--- src/rtl/prim_timer_pkg.sv ---
// Shared types and defaults for the prim_timer_cmp timer slice.
// The optional prescaler is enabled with PRIM_TIMER_CMP_PRESCALER_EN.
package prim_timer_pkg;

  localparam int unsigned WIDTH_DEFAULT     = 32;
  localparam int unsigned PSC_WIDTH_DEFAULT = 8;

  typedef enum logic [1:0] {
    IDLE = 2'd0,
    ARM  = 2'd1,
    RUN  = 2'd2,
    DONE = 2'd3
  } timer_state_e;

  function automatic logic state_is_busy(timer_state_e s);
    return (s == ARM) || (s == RUN);
  endfunction

endpackage

--- src/rtl/prim_prescaler.sv ---
// Cycle divider: o_tick pulses for one cycle every (i_div+1) enabled cycles.
// Only instantiated when PRIM_TIMER_CMP_PRESCALER_EN is defined.
module prim_prescaler #(
  parameter int unsigned PSC_WIDTH = 8
) (
  input  logic                 i_clk,
  input  logic                 i_rstn,
  input  logic                 i_clr,
  input  logic                 i_en,
  input  logic [PSC_WIDTH-1:0] i_div,
  output logic                 o_tick
);

  logic [PSC_WIDTH-1:0] cnt_q;

  assign o_tick = i_en & (cnt_q == i_div);

  always_ff @(posedge i_clk or negedge i_rstn) begin
    if (!i_rstn) begin
      cnt_q <= '0;
    end else if (i_clr) begin
      cnt_q <= '0;
    end else if (i_en) begin
      cnt_q <= o_tick ? '0 : cnt_q + 1'b1;
    end
  end

endmodule

--- src/rtl/prim_timer_cmp.sv ---
// Compare/control stage turning an external up counter into a reloadable timer.
// Define PRIM_TIMER_CMP_PRESCALER_EN to gate counting through prim_prescaler.
module prim_timer_cmp
  import prim_timer_pkg::*;
#(
  parameter int unsigned WIDTH     = WIDTH_DEFAULT,
  parameter int unsigned PSC_WIDTH = PSC_WIDTH_DEFAULT
) (
  input  logic                 i_clk,
  input  logic                 i_rstn,
  input  logic                 i_cfg_we,
  input  logic [WIDTH-1:0]     i_cmp_val,
  input  logic [WIDTH-1:0]     i_reload_val,
  input  logic                 i_periodic,
  input  logic [PSC_WIDTH-1:0] i_psc_div,
  input  logic                 i_start,
  input  logic                 i_stop,
  input  logic                 i_irq_clr,
  input  logic [WIDTH-1:0]     i_count,
  output logic                 o_cnt_en,
  output logic                 o_cnt_load,
  output logic [WIDTH-1:0]     o_cnt_load_data,
  output logic                 o_irq,
  output logic                 o_busy
);

  timer_state_e     state_q;
  timer_state_e     state_d;
  logic [WIDTH-1:0] cmp_q;
  logic [WIDTH-1:0] reload_q;
  logic             periodic_q;
  logic             irq_q;
  logic             tick;
  logic             match;
  logic             cfg_ok;

  // Configuration is frozen while the counter is owned by the timer.
  assign cfg_ok = i_cfg_we & ((state_q == IDLE) | (state_q == DONE));

`ifdef PRIM_TIMER_CMP_PRESCALER_EN
  logic [PSC_WIDTH-1:0] psc_q;

  always_ff @(posedge i_clk or negedge i_rstn) begin
    if (!i_rstn) begin
      psc_q <= '0;
    end else if (cfg_ok) begin
      psc_q <= i_psc_div;
    end
  end

  prim_prescaler #(
    .PSC_WIDTH (PSC_WIDTH)
  ) u_prescaler (
    .i_clk  (i_clk),
    .i_rstn (i_rstn),
    .i_clr  ((state_q == ARM) | i_stop),
    .i_en   (state_q == RUN),
    .i_div  (psc_q),
    .o_tick (tick)
  );
`else
  logic unused_psc_div;

  assign unused_psc_div = ^i_psc_div;
  assign tick           = 1'b1;
`endif

  assign match = (state_q == RUN) & tick & (i_count == cmp_q);

  always_ff @(posedge i_clk or negedge i_rstn) begin
    if (!i_rstn) begin
      cmp_q      <= '0;
      reload_q   <= '0;
      periodic_q <= 1'b0;
    end else if (cfg_ok) begin
      cmp_q      <= i_cmp_val;
      reload_q   <= i_reload_val;
      periodic_q <= i_periodic;
    end
  end

  // A new match wins over a clear arriving in the same cycle.
  always_ff @(posedge i_clk or negedge i_rstn) begin
    if (!i_rstn) begin
      irq_q <= 1'b0;
    end else if (match) begin
      irq_q <= 1'b1;
    end else if (i_irq_clr) begin
      irq_q <= 1'b0;
    end
  end

  always_ff @(posedge i_clk or negedge i_rstn) begin
    if (!i_rstn) begin
      state_q <= IDLE;
    end else begin
      state_q <= state_d;
    end
  end

  always_comb begin
    state_d = state_q;
    if (i_stop) begin
      state_d = IDLE;
    end else begin
      case (state_q)
        IDLE:    if (i_start) state_d = ARM;
        ARM:     state_d = RUN;
        RUN:     if (match && !periodic_q) state_d = DONE;
        DONE:    if (i_start) state_d = ARM;
        default: state_d = IDLE;
      endcase
    end
  end

  // On a periodic match the reload replaces the increment outright.
  always_comb begin
    o_cnt_en   = 1'b0;
    o_cnt_load = 1'b0;
    if (!i_stop) begin
      case (state_q)
        ARM: o_cnt_load = 1'b1;
        RUN: begin
          if (match) begin
            o_cnt_load = periodic_q;
          end else begin
            o_cnt_en = tick;
          end
        end
        default: ;
      endcase
    end
  end

  assign o_cnt_load_data = reload_q;
  assign o_irq           = irq_q;
  assign o_busy          = state_is_busy(state_q);

endmodule

--- config.mk ---
export PLATFORM = sky130hd
export DESIGN_NAME = prim_timer_cmp
export DESIGN_NICKNAME = d
export VERILOG_FILES = /design/src/rtl/prim_timer_pkg.sv /design/src/rtl/prim_prescaler.sv /design/src/rtl/prim_timer_cmp.sv
export SDC_FILE = /design/constraint.sdc
export NUM_CORES = 1
export LEC_CHECK = 0
export BUFFER_PORTS_ARGS = -buffer_cell sky130_fd_sc_hd__clkbuf_2
export CAP_MARGIN = 20
export CORE_MARGIN = 3
export CORE_UTILIZATION = 49
export DETAILED_ROUTE_END_ITERATION = 6
export PLACE_DENSITY = 0.95
export SYNTH_ARGS = -nofsm -noshare
export SYNTH_HDL_FRONTEND = slang
export SYNTH_HIERARCHICAL = 1
export SYNTH_SLANG_ARGS = --single-unit
--- constraint.sdc ---
create_clock -name i_clk -period 5.05 [get_ports i_clk]
set_input_delay 0 -clock i_clk [delete_from_list [all_inputs] [get_ports i_clk]]
set_output_delay 0 -clock i_clk [all_outputs]
set_load 0.05 [all_outputs]
==> metrics list, run 1 <==
* Maximum number of pins on one net before global-route repair: 69
* Clk network pwr share: 0.146
* Drt drc: 0
- Clock Skew: 0.009537 ns
- Detailed routing inserted a total of about 2500 vias.
* Max Cap Violations: 0
* Startpoint of the worst-slack reg-to-reg timing path: state_q[0]
* Fmax achieved: 398.1 MHz
* Clock latency of the later-clocked register in the worst-skew pair: ~0.34 ns
* Leakage dissipation: between 2 and 2.5 nW
* Setup repair after global routing missed its margin: no
- The number of antenna violations at the first check in global routing is 0.
- Weighted congestion reported at the end of routability-driven placement: about 0.79
- The flow ran to the end, and the final reports show no timing, DRC or antenna violations.
* Post-synthesis net count: 325
- The placed instances occupy a cell area of around 0.0038 mm^2.
- Count of antenna-violating nets left after detailed routing: 0
- Post-synthesis cell area: between 0.003 and 0.004 mm^2
- Clock tree from TritonCTS: yes
- Total inserted antenna cells: 0
- Pin placement for this block handled 147 I/O pins.
* Post-route minimum period: between 2 and 3 ns
- Type of the most critical hold path: in -> reg
- Sequential share of power: 0.345
- End of the worst register-to-register path: o_cnt_load_data[16]
* Detailed-router iteration count before antenna repair: 5
* Average via count per standard cell: a little over 5
- WHS Endpoint: state_q[1]
- Starting density of the core: 0.5262
- Summed over all nets, the switching power comes to roughly 1.3 mW.
* #FFs+latches synth: 68
* Yosys warning count: 6
- Of all nets on the critical path, the largest fanout is 34.
* Origin of the worst min-delay path: i_stop
* R2R depth: 5
- Buffer depth of the longest clock path: 2
* Iter 0 DRT Violations: 57
- Site row count: 27
- Buffers placed on the I/O ports in this run total 138.
- Crit Path Category: reg -> reg
- The layout has about 330 filler cells.
- Switching portion of total power: 0.4481
* Full die area: 0.007106 mm^2
* Worst Path Arrival: approximately 2.7 ns
- After detailed routing, the average wire length per cell comes to around 18 um.
* Worst R2R Setup Slack: between 2 and 3 ns
* PwrDens: 640.8 mW/mm^2
* Via count of the first global-routing pass: just under 3000
- The library cell used most frequently in the layout, excluding fill and tap cells, is sky130_fd_sc_hd__clkbuf_2.
- Post-detail-place hpwl: between 5 and 6 mm
* TritonCTS Buffers: 9
* Worst hold path cell count: 4
* Worst IR drop on VDD: slightly below 0.0005 V
* # setup viols final: 0
- The number of different library cells used by synthesis comes to 20.
- Final period util: 0.4974
* Per-instance average area after synthesis: 14.24 um^2
- Clock sinks: 68
- GRT Total Usage: 0.2584
- In the synthesized netlist, the number of instances is ~210.
- For the final routed database, the setup TNS stands at 0 ns.
- Ratio of cells with drive above 1 in the final layout: 0.5271
- For the pin with the worst max-slew slack, the measured transition is 0.8083 ns.
* Clock-pin slew on the worst setup and hold paths: 0.08 ns
* Post-route cell area: 0.004624 mm^2
* Final Hold Violating Endpoints: 0
* Die outline width: roughly 84 um
- The first global-routing pass estimated around 14 mm of wire.
- The top cell types in the final layout, fill and taps aside, are sky130_fd_sc_hd__clkbuf_2 (137), sky130_fd_sc_hd__dfrtp_1 (68), sky130_fd_sc_hd__dlygate4sd3_1 (67), sky130_fd_sc_hd__mux2_2 (65), sky130_fd_sc_hd__xnor2_1 (32).
- Worst EP required: roughly 5.3 ns
- Proportion of synthesized chip area in sequential cells: 0.5664
* Endpoint class of the critical path: flip-flop
* Overall die height: around 84 um
- H-tree depth reported by CTS: 3
- CTS Root Cell: sky130_fd_sc_hd__clkbuf_8
- The region available for standard cell placement spans around 0.0057 mm^2.
- Nets@finish: about 540
- Slew HR: 0.4612
- For this block, the routed nets add up to 8.800 mm of wire.
- The share of total power dissipated in combinational logic is 0.509.
- Int Power: roughly 1.6 mW
* Area growth from synthesis to final layout: 53.94%
- GRT overflow: 0
- STA classifies the critical path startpoint as a flip-flop.
* Post-cts gate resize count: 0
- Max-slew violation count: 0
timing repair:
item	CTS	global route
endpoints found under the hold margin	134	0
hold buffers	67	0
buffers inserted	0	0
area by class of cell:
cell class / count / area [um^2] / area share
tap: 72 / 90.09 / 0.01948
clock inverter: 6 / 66.31 / 0.01434
timing repair buffer: 207 / 1376 / 0.2976
sequential: 68 / 1702 / 0.3680
inverter: 5 / 18.77 / 0.004058
clock buffer: 9 / 123.9 / 0.02679
multi-input combinational: 130 / 1247 / 0.2698
worst max path at each step:
stage          startpoint             endpoint  slack (ns)  cells after the start
2_1_floorplan   cmp_q[21]           o_cnt_load        2.83                      5
3_3_place_gp   state_q[0]            cmp_q[13]        2.65                      5
3_5_place_dp   state_q[0]  o_cnt_load_data[23]        2.58                      5
4_1_cts        state_q[0]  o_cnt_load_data[23]        2.57                      5
5_1_grt        state_q[0]  o_cnt_load_data[16]        2.42                      5
6_report       state_q[0]  o_cnt_load_data[16]        2.54                      5
cells in the mapped netlist (all sizes together):
| library cell | n | share of area |
|---|---|---|
| a22o | 1 | 0.0029 |
| nor3 | 4 | 0.0067 |
| mux2 | 65 | 0.24 |
| nor3b | 1 | 0.0025 |
| o21ai | 1 | 0.0017 |
| inv | 5 | 0.0062 |
| nand2 | 2 | 0.0025 |
| a31oi | 2 | 0.0042 |
| nand3 | 4 | 0.0067 |
| nor4 | 3 | 0.010 |
| and2 | 1 | 0.0029 |
| o211ai | 2 | 0.0050 |
| dfrtp | 68 | 0.57 |
| xnor2 | 32 | 0.093 |
| nand4 | 8 | 0.017 |
| a41oi | 1 | 0.0029 |
| ha | 3 | 0.012 |
| clkbuf | 1 | 0.0012 |
| buf | 7 | 0.012 |
metrics by stage:
stage / power (mW) / hold WS (ns) / cells / utilization / setup WS (ns)
floorplan: 2.100 / -0.2956 / 211 / - / 2.832
global placement: 2.369 / 0.2312 / 415 / 0.6592 / 2.646
detailed placement: 2.444 / 0.2357 / 415 / 0.6592 / 2.583
CTS: 2.923 / 0.09944 / 497 / 0.8100 / 2.566
global route: 3.110 / 0.1335 / 497 / 0.8100 / 2.419
finish: 2.963 / 0.1248 / 497 / 0.8100 / 2.538
power by group through the flow:
stage	registers, mW	logic [mW]	clock network (mW)
5_1_grt	1.05	1.59	0.467
3_5_place_dp	1.01	1.44	0
2_1_floorplan	1.44	0.664	0
6_report	1.02	1.51	0.433
3_3_place_gp	0.980	1.39	0
4_1_cts	0.998	1.48	0.442
worst max-delay path: stages, from the launching register on:
cell	delay [ns]
sky130_fd_sc_hd__dfrtp_1	0.42
sky130_fd_sc_hd__inv_1	0.06
sky130_fd_sc_hd__ha_1	0.37
sky130_fd_sc_hd__nand2_2	0.57
sky130_fd_sc_hd__buf_4	0.52
sky130_fd_sc_hd__mux2_2	0.42
cell families after synthesis:
group           synth area share
mux                       0.2436
flops                     0.5664
compound gates           0.01666
buf+inv                  0.01916
xor+xnor                 0.09329
fa+ha+maj                0.01250
simple gates             0.04832
sequential cells by signal, summed over array words and instances, names as in the netlist:
signal           count
cmp_q               32
state_q              2
o_irq                1
periodic_q           1
o_cnt_load_data     32
layer usage:
metal,track usage,share of wire,up-vias
li1,-,-,1165
met1,0.2733,0.36,1210
met2,0.4670,0.53,130
met3,0.08440,0.083,20
met4,0.1126,0.025,0
met5,0,0,-
(Power assumes the default switching activity.)
==> inputs of run 2 (changes only) <==
--- a/config.mk
+++ b/config.mk
@@ -5,12 +5,13 @@
 export SDC_FILE = /design/constraint.sdc
 export NUM_CORES = 1
 export LEC_CHECK = 0
+export ABC_AREA = 1
 export BUFFER_PORTS_ARGS = -buffer_cell sky130_fd_sc_hd__clkbuf_2
 export CAP_MARGIN = 20
 export CORE_MARGIN = 3
-export CORE_UTILIZATION = 49
+export CORE_UTILIZATION = 46
 export DETAILED_ROUTE_END_ITERATION = 6
-export PLACE_DENSITY = 0.95
+export PLACE_DENSITY = 0.91
 export SYNTH_ARGS = -nofsm -noshare
 export SYNTH_HDL_FRONTEND = slang
 export SYNTH_HIERARCHICAL = 1
==> constraint.sdc (replaced) <==
create_clock -name i_clk -period 2.5 [get_ports i_clk]
set_input_delay 0 -clock i_clk [delete_from_list [all_inputs] [get_ports i_clk]]
set_output_delay 0 -clock i_clk [all_outputs]
set_load 0.05 [all_outputs]
==> metrics list, run 2 <==
* Post-route cell area: 0.004730 mm^2 (+2.3%)
- The number of max-cap violations came to 0 (unchanged).
- Inst Count DP: 472 (+14%)
* EDFF count, synth: 0 (unchanged)
* Count of antenna-violating nets left after detailed routing: 0 (unchanged)
- Largest family of logic cells by synthesized area: multiplexers
* Clock sinks: 68 (unchanged)
- The number of buffers added by the clock tree synthesis step was 9 (unchanged).
- Type of the most critical hold path: in -> async
- The chip height was 87.70 um (+4.0%).
- The flop-to-flop setup slack came to 0.64 ns (-1.90 ns).
* Commonest cells in the synthesized netlist: sky130_fd_sc_hd__dfrtp_1 (68), sky130_fd_sc_hd__mux2_2 (59), sky130_fd_sc_hd__nand2_1 (42), sky130_fd_sc_hd__xnor2_1 (26), sky130_fd_sc_hd__nor2_1 (18)
* Aggregate negative setup slack: 0 ns (unchanged)
- Setup repair after global routing left no endpoint under its margin.
- The first-pass detailed-route iteration total was 4 (-1).
* Nets@finish: 588 (+9.9%)
* Overall via count from detail_route: 2603 (+3.1%)
- Drt drc: 0 (unchanged)
* Top-level port count: 147 (unchanged)
- The worst slack on hold paths was 0.1597 ns (+0.03490 ns).
* Proportion of synthesized chip area in sequential cells: 0.5542 (-0.01223)
* Maximum fanout encountered on the critical timing path: 2 (-94%)
* Ratio of cells with drive above 1 in the final layout: 0.4718 (-0.05524)
- Primary flip-flop cell chosen by synthesis mapping: sky130_fd_sc_hd__dfrtp_1
* Weighted congestion reported at the end of routability-driven placement: 0.7974 (+1.1%)
- Clock-pin slew on the worst setup and hold paths: 0.08 ns (about the same)
* Most common library cell in the layout ignoring fill and taps: sky130_fd_sc_hd__clkbuf_2
* Complex-gate fraction of the synthesized area: 0.01874 (+0.002085)
- The post-cts sizing count was 0 (unchanged).
- The power density over cell area is 1225 mW/mm^2 (+91%).
- Post-CTS setup buffer count: 0 (unchanged)
- Top area cells in the synthesized netlist: sky130_fd_sc_hd__dfrtp_1 (55%), sky130_fd_sc_hd__mux2_2 (22%), sky130_fd_sc_hd__xnor2_1 (7.4%)
- Number of antenna violations at the first check in global routing: 0 (unchanged)
* Simple-gate share of the synthesized area: 0.09006 (+0.04174)
- The row count was 29 (+7.4%).
- Die outline width: 87.70 um (+4.0%)
- The total net switching power is 2.569 mW (+93%).
- For this run, the top clock speed supported by timing is just over 500 MHz.
- Post-synthesis net count: 374 (+15%)
- Number of buffers added on ports: 138 (unchanged)
* Actual transition at the worst max-transition pin: 0.4935 ns (-0.3148 ns)
- The die outline area was 0.007691 mm^2 (+8.2%).
- Most frequently used cell type in the post-synthesis netlist: sky130_fd_sc_hd__dfrtp_1
- Last element of the critical path: o_cnt_load
* Non-filler instance count after layout: 556 (+12%)
- The parity-gate share of the synthesized area counting xor and xnor cells was 0.07416 (-0.01913).
- The clock tree skew after final layout was 0.01093 ns (+0.001389 ns).
* Worst IR drop on VDD: 0.0009813 V (+100%)
* Starting density of the core: 0.4781 (-0.04811)
- Post-detail-place hpwl: 5.241 mm (-1.3%)
- The total of hold buffers inserted after clock tree synthesis is 68 (+1.5%).
- STA classifies the critical path endpoint as an output pin.
- The sum of overflow across all layers after global routing came to 0 (unchanged).
* Top layer in use: met4
* Proportion of power drawn by combinational gates: 0.501 (-0.008)
- Met1 wire length: 2.988 mm (-6.4%)
* GRT Total Usage: 0.2244 (-0.03399)
* Worst EP required: 2.50 ns (-2.77 ns)
- The number of H-tree levels was 3 (unchanged).
- The count of routing violations after the opening detailed-route iteration was 75 (+32%).
- The number of cells produced by synthesis was 260 (+23%).
* Crit Path Category: reg -> out
- The startpoint identified for the worst register-to-register timing path is state_q[0].
* Met2 Routed Length: 4.519 mm (-3.0%)
* Area leader, netlist: sky130_fd_sc_hd__dfrtp_1
- The arrival time reported for the critical path endpoint came to 1.95 ns (-0.78 ns).
- The maximum number of pins on one net before global-route repair is 42 (-39%).
* Synth async-reset ratio: 1.000 (unchanged)
- Sequential share of power: 0.347 (+0.002)
- Core Footprint: 0.006422 mm^2 (+12%)
- Max-slew violation count: 0 (unchanged)
* Slew HR: 0.6710 (+0.2099)
- Int Power: 3.226 mW (+97%)
- Yosys warning count: 6 (unchanged)
- STA classifies the critical path startpoint as a flip-flop.
- The clock network power share came to 0.152 (+0.006).
- In this run the critical register-to-register path is captured at o_cnt_load_data[12].
* Buffer depth of the longest clock path: 2 (unchanged)
- Result of the run: completed
- Final Hold Violating Endpoints: 0 (unchanged)
* Total met3 wirelength after detailed routing: 436 um (-40%)
- The fraction of post-synthesis cell area in the top cell type by area is 0.5542 (-0.01223).
* Total inserted antenna cells: 0 (unchanged)
- Cell area reported after detailed placement: 0.003856 mm^2 (+2.5%)
- Wire length of the first global-routing pass: 13.03 mm (-7.4%)
- TritonCTS built the clock tree.
- The mux cell area share after synthesis was 0.2164 (-0.02727).
- Post-synthesis cell area: 0.003070 mm^2 (+2.2%)
* Most used cells in the layout excluding fill and tap cells: sky130_fd_sc_hd__clkbuf_2 (137), sky130_fd_sc_hd__dfrtp_1 (68), sky130_fd_sc_hd__dlygate4sd3_1 (68), sky130_fd_sc_hd__mux2_2 (59), sky130_fd_sc_hd__nand2_1 (41)
- Area growth from synthesis to final layout: 54.03% (about the same)
- The via count normalized by instance count was 4.682 (-7.9%).
* Final period util: 0.7797
- The depth of the worst register-to-register path is 5 (unchanged).
- The final setup violation count was 0 (unchanged).
- The switching share of power came to 0.4433 (-0.004742).
- CTS placed an instance of sky130_fd_sc_hd__clkbuf_8 at the clock tree root.
- Per-instance average area after synthesis: 11.81 um^2 (-17%)
- Unique masters post-synth: 19 (-5.0%)
- Tracing the worst setup path back leads to its startpoint at cmp_q[25].
* Leakage dissipation: 2.317 nW (+7.4%)
- Subtracting the final worst setup slack from the clock period gives slightly below 2 ns.
- The overall routed net length came to 8.154 mm (-7.3%).
- Clock latency of the later-clocked register in the worst-skew pair: 0.34 ns (about the same)
- The via count of the first global-routing pass came to 2914 (+0.76%).
- The register bit count reported by yosys is 68 (unchanged).
* Detail-routed net length per standard cell: 14.67 um (-17%)
* Arithmetic-cell share of the synthesized area counting full adders, half adders and majority gates: 0.01222 (-0.0002699)
[run 2: changes by cell type after synthesis, sizes merged, moves of 2 or more]
cell    delta
nand2     +42
nor3       -4
nor2      +20
nand4      -7
inv       +14
mux2       -6
a21oi      +8
xnor2      -6
a31oi      -2
o211ai     -2
nor4       -3
[run 2: per-stage QoR]
stage / worst slack (ns) / util / power [mW]
6_report: 0.5507 / 0.7364 / 5.794
5_1_grt: 0.3059 / 0.7364 / 6.141
4_1_cts: 0.4825 / 0.7364 / 5.801
3_5_place_dp: 0.6687 / 0.6004 / 4.824
3_3_place_gp: 0.7126 / 0.6004 / 4.691
2_1_floorplan: 0.4500 / - / 4.157
[run 2: worst max-delay path, stage by stage (launching register included)]
cell and delay, ns:
sky130_fd_sc_hd__dfrtp_1 0.41, sky130_fd_sc_hd__xnor2_1 0.21, sky130_fd_sc_hd__nand2_1 0.08, sky130_fd_sc_hd__nor2_1 0.12
sky130_fd_sc_hd__nand2_1 0.09, sky130_fd_sc_hd__nor2_2 0.14, sky130_fd_sc_hd__nand4_1 0.09, sky130_fd_sc_hd__a21boi_0 0.18
sky130_fd_sc_hd__clkbuf_2 0.30
[run 2: layer usage]
metal	vias to the layer above	GRT usage
met3	20	0.05738
li1	1271	-
met4	0	0.09763
met2	90	0.4192
met5	-	0
met1	1222	0.2357
[run 2: worst min path at each step]
stage	startpoint	to	slack, ns	cells after the start
floorplan	i_rstn	cmp_q[0]	-0.30	0
global placement	i_rstn	cmp_q[1]	-0.05	1
detailed placement	i_rstn	cmp_q[0]	-0.04	1
CTS	i_rstn	o_cnt_load_data[19]	0.14	2
global route	i_rstn	cmp_q[0]	0.18	2
finish	i_rstn	cmp_q[0]	0.16	2
[run 2: area by class of cell]
class / count / area [um^2]
sequential: 68 / 1702
fill: 429 / 1693
timing repair buffer: 210 / 1401
multi-input combinational: 166 / 1266
clock buffer: 10 / 127.6
tap: 77 / 96.34
inverter: 19 / 71.32
clock inverter: 6 / 65.06
[run 2: power by group through the flow]
stage               Sequential [mW]  Clock, mW  Combinational, mW
global placement               1.96          0               2.73
finish                         2.01      0.884               2.90
CTS                            1.99      0.908               2.90
global route                   2.07      0.956               3.11
floorplan                      2.89          0               1.27
detailed placement             2.01          0               2.82
[run 2: logic make-up after synthesis]
logic type      count (synthesis)
mux                            59
fa+ha+maj                       3
xor+xnor                       26
buf+inv                        26
simple gates                   68
flops                          68
compound gates                 10
